File: src/rtl/ship_move_ctrl.sv
// Ship movement sequencer: turns debounced left/right levels into single-cycle step pulses
// with press step, hold-to-repeat cadence in frame ticks, last-pressed-wins. Optional: SHIP_CTRL_ACCEL_EN.
//
// state  | meaning
// IDLE   | no direction held or game disabled, counter cleared
// DELAY  | press step issued, counting INITIAL_DELAY ticks to the first repeat
// REPEAT | issuing a step every REPEAT_PERIOD ticks (halved after ACCEL_AFTER repeats when accelerated)
module ship_move_ctrl #(
   parameter int INITIAL_DELAY = 8,
   parameter int REPEAT_PERIOD = 4,
   parameter int CNT_W         = 6,
   parameter int ACCEL_AFTER   = 4
) (
   input  logic       i_clk_25MHz,
   input  logic       i_reset,
   input  logic       i_left_debounced,
   input  logic       i_right_debounced,
   input  logic       i_tick,
   input  logic       i_enable,
   output logic       o_step_left,
   output logic       o_step_right,
   output logic       o_active,
   output logic [1:0] o_state
);

   typedef enum logic [1:0] {
      S_IDLE   = 2'd0,
      S_DELAY  = 2'd1,
      S_REPEAT = 2'd2
   } state_t;

   typedef enum logic [1:0] {
      DIR_NONE = 2'd0,
      DIR_L    = 2'd1,
      DIR_R    = 2'd2
   } dir_t;

   localparam logic [CNT_W-1:0] C_INIT = CNT_W'(INITIAL_DELAY);
   localparam logic [CNT_W-1:0] C_REP  = CNT_W'(REPEAT_PERIOD);

   state_t            r_state;
   dir_t              r_dir_res;
   dir_t              r_mv_dir;
   logic [CNT_W-1:0]  r_cnt;
   logic              r_left_prev;
   logic              r_right_prev;
   logic              r_step_l;
   logic              r_step_r;
   logic              r_active;

   logic              w_rise_l;
   logic              w_rise_r;
   dir_t              w_dir;
   logic              w_tick;
   logic [CNT_W-1:0]  w_reload;

   // Both held: the most recent riser wins; a simultaneous rise resolves to no direction,
   // and once resolved the choice sticks until one button is released.
   always_comb begin
      w_rise_l = i_left_debounced & ~r_left_prev;
      w_rise_r = i_right_debounced & ~r_right_prev;
      w_dir    = DIR_NONE;
      case ({i_left_debounced, i_right_debounced})
         2'b10:   w_dir = DIR_L;
         2'b01:   w_dir = DIR_R;
         2'b11: begin
            if (w_rise_l && w_rise_r)  w_dir = DIR_NONE;
            else if (w_rise_l)         w_dir = DIR_L;
            else if (w_rise_r)         w_dir = DIR_R;
            else                       w_dir = r_dir_res;
         end
         default: w_dir = DIR_NONE;
      endcase
   end

   // A tick landing while a step pulse is on the output is not counted, so the same
   // step line can never pulse on two consecutive cycles even with a 1-tick delay.
   assign w_tick = i_tick & ~(r_step_l | r_step_r);

`ifdef SHIP_CTRL_ACCEL_EN
   localparam int RW = (ACCEL_AFTER < 1) ? 1 : $clog2(ACCEL_AFTER + 1);
   localparam int FAST_I = ((REPEAT_PERIOD >> 1) < 1) ? 1 : (REPEAT_PERIOD >> 1);
   localparam logic [CNT_W-1:0] C_FAST = CNT_W'(FAST_I);

   logic [RW-1:0] r_rep_cnt;
   logic [RW-1:0] w_rep_nxt;

   always_comb begin
      w_rep_nxt = (r_rep_cnt >= RW'(ACCEL_AFTER)) ? r_rep_cnt : r_rep_cnt + RW'(1);
      w_reload  = (w_rep_nxt >= RW'(ACCEL_AFTER)) ? C_FAST : C_REP;
   end
`else
   assign w_reload = C_REP;
`endif

   always_ff @(posedge i_clk_25MHz) begin
      if (!i_reset) begin
         r_state      <= S_IDLE;
         r_dir_res    <= DIR_NONE;
         r_mv_dir     <= DIR_NONE;
         r_cnt        <= '0;
         r_left_prev  <= 1'b0;
         r_right_prev <= 1'b0;
         r_step_l     <= 1'b0;
         r_step_r     <= 1'b0;
         r_active     <= 1'b0;
`ifdef SHIP_CTRL_ACCEL_EN
         r_rep_cnt    <= '0;
`endif
      end else begin
         r_left_prev  <= i_left_debounced;
         r_right_prev <= i_right_debounced;
         r_dir_res    <= w_dir;
         r_step_l     <= 1'b0;
         r_step_r     <= 1'b0;
         if (!i_enable || w_dir == DIR_NONE) begin
            r_state   <= S_IDLE;
            r_active  <= 1'b0;
            r_mv_dir  <= DIR_NONE;
            r_cnt     <= '0;
`ifdef SHIP_CTRL_ACCEL_EN
            r_rep_cnt <= '0;
`endif
         end else if (r_state == S_IDLE || w_dir != r_mv_dir) begin
            r_step_l  <= (w_dir == DIR_L);
            r_step_r  <= (w_dir == DIR_R);
            r_mv_dir  <= w_dir;
            r_cnt     <= C_INIT;
            r_state   <= S_DELAY;
            r_active  <= 1'b1;
`ifdef SHIP_CTRL_ACCEL_EN
            r_rep_cnt <= '0;
`endif
         end else if (w_tick) begin
            if (r_cnt == CNT_W'(1)) begin
               r_step_l <= (r_mv_dir == DIR_L);
               r_step_r <= (r_mv_dir == DIR_R);
               if (r_state == S_DELAY) begin
                  r_cnt   <= C_REP;
                  r_state <= S_REPEAT;
               end else begin
                  r_cnt   <= w_reload;
`ifdef SHIP_CTRL_ACCEL_EN
                  r_rep_cnt <= w_rep_nxt;
`endif
               end
            end else begin
               r_cnt <= r_cnt - CNT_W'(1);
            end
         end
      end
   end

   assign o_step_left  = r_step_l;
   assign o_step_right = r_step_r;
   assign o_active     = r_active;
   assign o_state      = r_state;

endmodule
File: config.mk
export PLATFORM = sky130hd
export DESIGN_NAME = ship_move_ctrl
export DESIGN_NICKNAME = d
export VERILOG_FILES = /design/src/rtl/ship_move_ctrl.sv
export SDC_FILE = /design/constraint.sdc
export NUM_CORES = 1
export LEC_CHECK = 0
export ABC_AREA = 0
export BUFFER_PORTS_ARGS = -buffer_cell sky130_fd_sc_hd__buf_2
export CORE_MARGIN = 5
export CORE_UTILIZATION = 31
export DETAILED_ROUTE_END_ITERATION = 16
export GPL_TIMING_DRIVEN = 0
export PLACE_DENSITY = 0.48
export SLEW_MARGIN = 40
export SYNTH_ARGS = -nofsm -noshare
export SYNTH_HDL_FRONTEND = slang
export SYNTH_SLANG_ARGS = --single-unit
File: constraint.sdc
create_clock -name i_clk_25MHz -period 2 [get_ports i_clk_25MHz]
set_input_delay 0 -clock i_clk_25MHz [delete_from_list [all_inputs] [get_ports i_clk_25MHz]]
set_output_delay 0 -clock i_clk_25MHz [all_outputs]
set_load 0.03 [all_outputs]
==> metrics.md <==
| Metric | Value |
|---|---|
| Final Cell Area | 902.1 um^2 |
| CP arrival | 1.90 ns |
| Pre-CTS setup slack | 0.2483 ns |
| Yosys top cell area share | 0.4488 |
| Unique cell type count in the Yosys netlist | 28 |
| Placed cells | 124 |
| Seq pwr share | 0.583 |
| Critical path depth | 6 |
| Clk pin slew, worst setup/hold paths | 0.09 ns |
| Routed via count | 627 |
| N_diodes | 0 |
| Placed cell area | 845.8 um^2 |
| Largest cells by area after synthesis | dfxtp_1 (45%), a21oi_1 (4.6%), nor3_1 (4.6%) |
| Pwr per Cell Area | 676.9 nW/um^2 |
| FF+latch count, synth | 17 |
| CP Cell Sequence | or3b_1 -> buf_2 -> or4_4 -> nor3_2 -> xnor2_1 -> nor4_2 |
| Clock root buffer | clkbuf_4 |
| Skew-Pair Late Insertion Delay | 0.28 ns |
| Total area of sequential cells | 340.3 um^2 |
| Switching share of power | 0.2437 |
| Clk pwr share | 0.289 |
| Drt initial violations | 17 |
| DIE AREA | 3535 um^2 |
| Hold Path Stages | 2 |
| Final Hold Vio Count | 0 |
| CTS sink count | 17 |
| CP max-delay cell | or4_4 |
| GRT Util Overall | 0.09624 |
| Slew margin rel. | 0.5966 |
| Layout area overhead | 18.98% |
| Final worst slack | 0.2503 ns |
| Leak | 0.3648 nW |
| Core ar. | 2410 um^2 |
| Async set-reset flop share out of synthesis | 0 |
| DR DRC count | 0 |
| # IOs | 11 |
| Period minus WS final | 1.750 ns |
| H-tree levels | 1 |
| Post-synth top area cell | dfxtp_1 |
| Most frequent cells in the layout | dfxtp_1 (17), buf_2 (11), nand2_1 (7), a21oi_1 (7), nor3_1 (7) |
| Clock buffer count from CTS | 3 |
| CP Class | reg -> reg |
| Vias in the first global route | 584 |
| Post-CTS sizing | 0 |
| Post-DP HPWL | 1096 um |
| Die X-Extent | 59.46 um |
| Commonest non-fill, non-tap cell in the layout | dfxtp_1 |
| F_max | 0.5715 GHz |
| DRT Wirelength | 1456 um |
| Synth Flop Type | dfxtp_1 |
| Share of cells above drive strength 1 | 0.2079 |
| Peak VDD IR | 334.7 uV |
| Routability cong. | 0.7075 |
| Post-synth net total | 92 |
| Worst-Margin Slew | 0.6023 ns |
| Fill count | 246 |
| Wire length per cell | 11.11 um |
| Largest net degree at the start of global routing | 10 |
| EDFF count, synth | 0 |
| Delay-heaviest family, CP | simple AND/OR/NAND/NOR gates |
| Crit path largest cell delay | 0.44 ns |
| Unrepaired setup endpoints after global routing | no |
| Number of core rows | 18 |
| CP endpoint kind | register |
| Vias per cell | 4.786 |
| Max Buffers Root-to-Sink | 2 |
| CTS tree | built |
| Power share of the combinational group | 0.128 |
| Max Fanout on Critical Path | 6 |
| Final Core Density | 0.3744 |
| Mapped Area | 758.2 um^2 |
| Switching power | 148.8 uW |
| Status | complete, no violations |
| Non-Filler Instances | 131 |
| Mapped Cells | 84 |
| Port bufs | 10 |
| Mean area per synthesized cell | 9.027 um^2 |
| Final net count | 110 |
| R2r worst-path depth | 6 |
| Initial antenna violation count | 0 |
| Yosys warnings | 0 |
| Power consumption | 610.6 uW |
| Startpoint Class | register |
| Multi-input logic area | 394.1 um^2 |
| Max Slew Vio Count | 0 |
| Fin Setup TNS | 0 ns |
| P_int | 461.8 uW |
| Register area share after synthesis | 0.4488 |
| Fraction of the cycle the final worst path needs | 0.8749 |
| Worst clock skew | 0.002659 ns |
| Worst-case hold slack | 0.01835 ns |
| Initial core utilization | 0.3146 |
| Global-route wire length before repair | 2497 um |
| Max cap viols | 0 |
| Chip height | 59.46 um |
| HP Class | in -> reg |
| TritonRoute pass-1 iters | 4 |
| CP bufs+invs | 1 |
| Grt ovf | 0 |
| Post-route ant nets | 0 |
| Endpoints failing setup | 0 |
| Crit path required time | 2.15 ns |
-- cell families after synthesis --
group / after synthesis / synth area share
and+or+nand+nor: 38 / 0.2888
AOI/OAI and AO/OA: 17 / 0.1518
DFF: 17 / 0.4488
buffers and inverters: 6 / 0.03135
xor gates and xnor gates: 4 / 0.04620
adders and majority gates: 2 / 0.03300
-- worst paths after layout --
path | start | endpoint | slack, ns
worst max-delay path | o_step_right | r_cnt[5] | 0.25
worst min-delay path | i_enable | r_mv_dir[1] | 0.02
worst max register to register | o_step_right | r_cnt[5] | 0.25
worst min register to register | o_active | o_active | 0.47
-- final cells by class --
| type | count | share of cell area |
|---|---|---|
| Timing Repair Buffer | 13 | 0.08877 |
| Sequential cell | 17 | 0.3773 |
| Multi-Input combinational cell | 61 | 0.4369 |
| Inverter | 5 | 0.02080 |
| Clock buffer | 4 | 0.02913 |
| Tap cell | 30 | 0.04161 |
| Buffer | 1 | 0.005548 |
-- Yosys cell counts, drive strengths merged, types with 2 or more instances --
cell    instances
dfxtp          17
nor3            8
a21oi           7
nand2           7
nor2            6
and2            5
inv             5
xnor2           4
and3            2
ha              2
nand2b          2
nand3           2
o21ai           2
o221a           2
-- per-layer routing --
layer	track usage	wire (um)	up-vias	share of wire
li1	-	-	336	-
met1	0.1247	751	272	0.52
met2	0.1388	576	17	0.40
met3	0.02832	109	2	0.075
met4	0.05825	19	0	0.013
met5	0	0	-	0
-- what timing repair did --
item | 4_1_cts | 5_1_grt
setup buffers | 0 | 0
hold endpoints to repair | 2 | 1
hold buffers | 2 | 1
-- registers in the layout, indices dropped and copies added, names as in the netlist --
| name | cells |
|---|---|
| r_dir_res | 2 |
| r_left_prev | 1 |
| r_cnt | 6 |
| o_active | 1 |
| o_state | 2 |
| r_mv_dir | 2 |
| o_step_left | 1 |
| o_step_right | 1 |
| r_right_prev | 1 |
-- worst register-to-register path: cells and delay by family, from the launching register on --
| kind | cells | cell delay [ns] |
|---|---|---|
| AND/OR/NAND/NOR | 4 | 1.00 |
| XOR/XNOR | 1 | 0.15 |
| flip-flops | 1 | 0.33 |
| buffers and inverters | 1 | 0.15 |
-- power by group through the flow --
stage	sequential [mW]	combinational, mW	clock (mW)
2_1_floorplan	0.369	0.0480	0
3_5_place_dp	0.363	0.0742	0
5_1_grt	0.357	0.0885	0.202
3_3_place_gp	0.363	0.0749	0
4_1_cts	0.356	0.0778	0.187
6_report	0.356	0.0784	0.176
(Power assumes the default switching activity.)
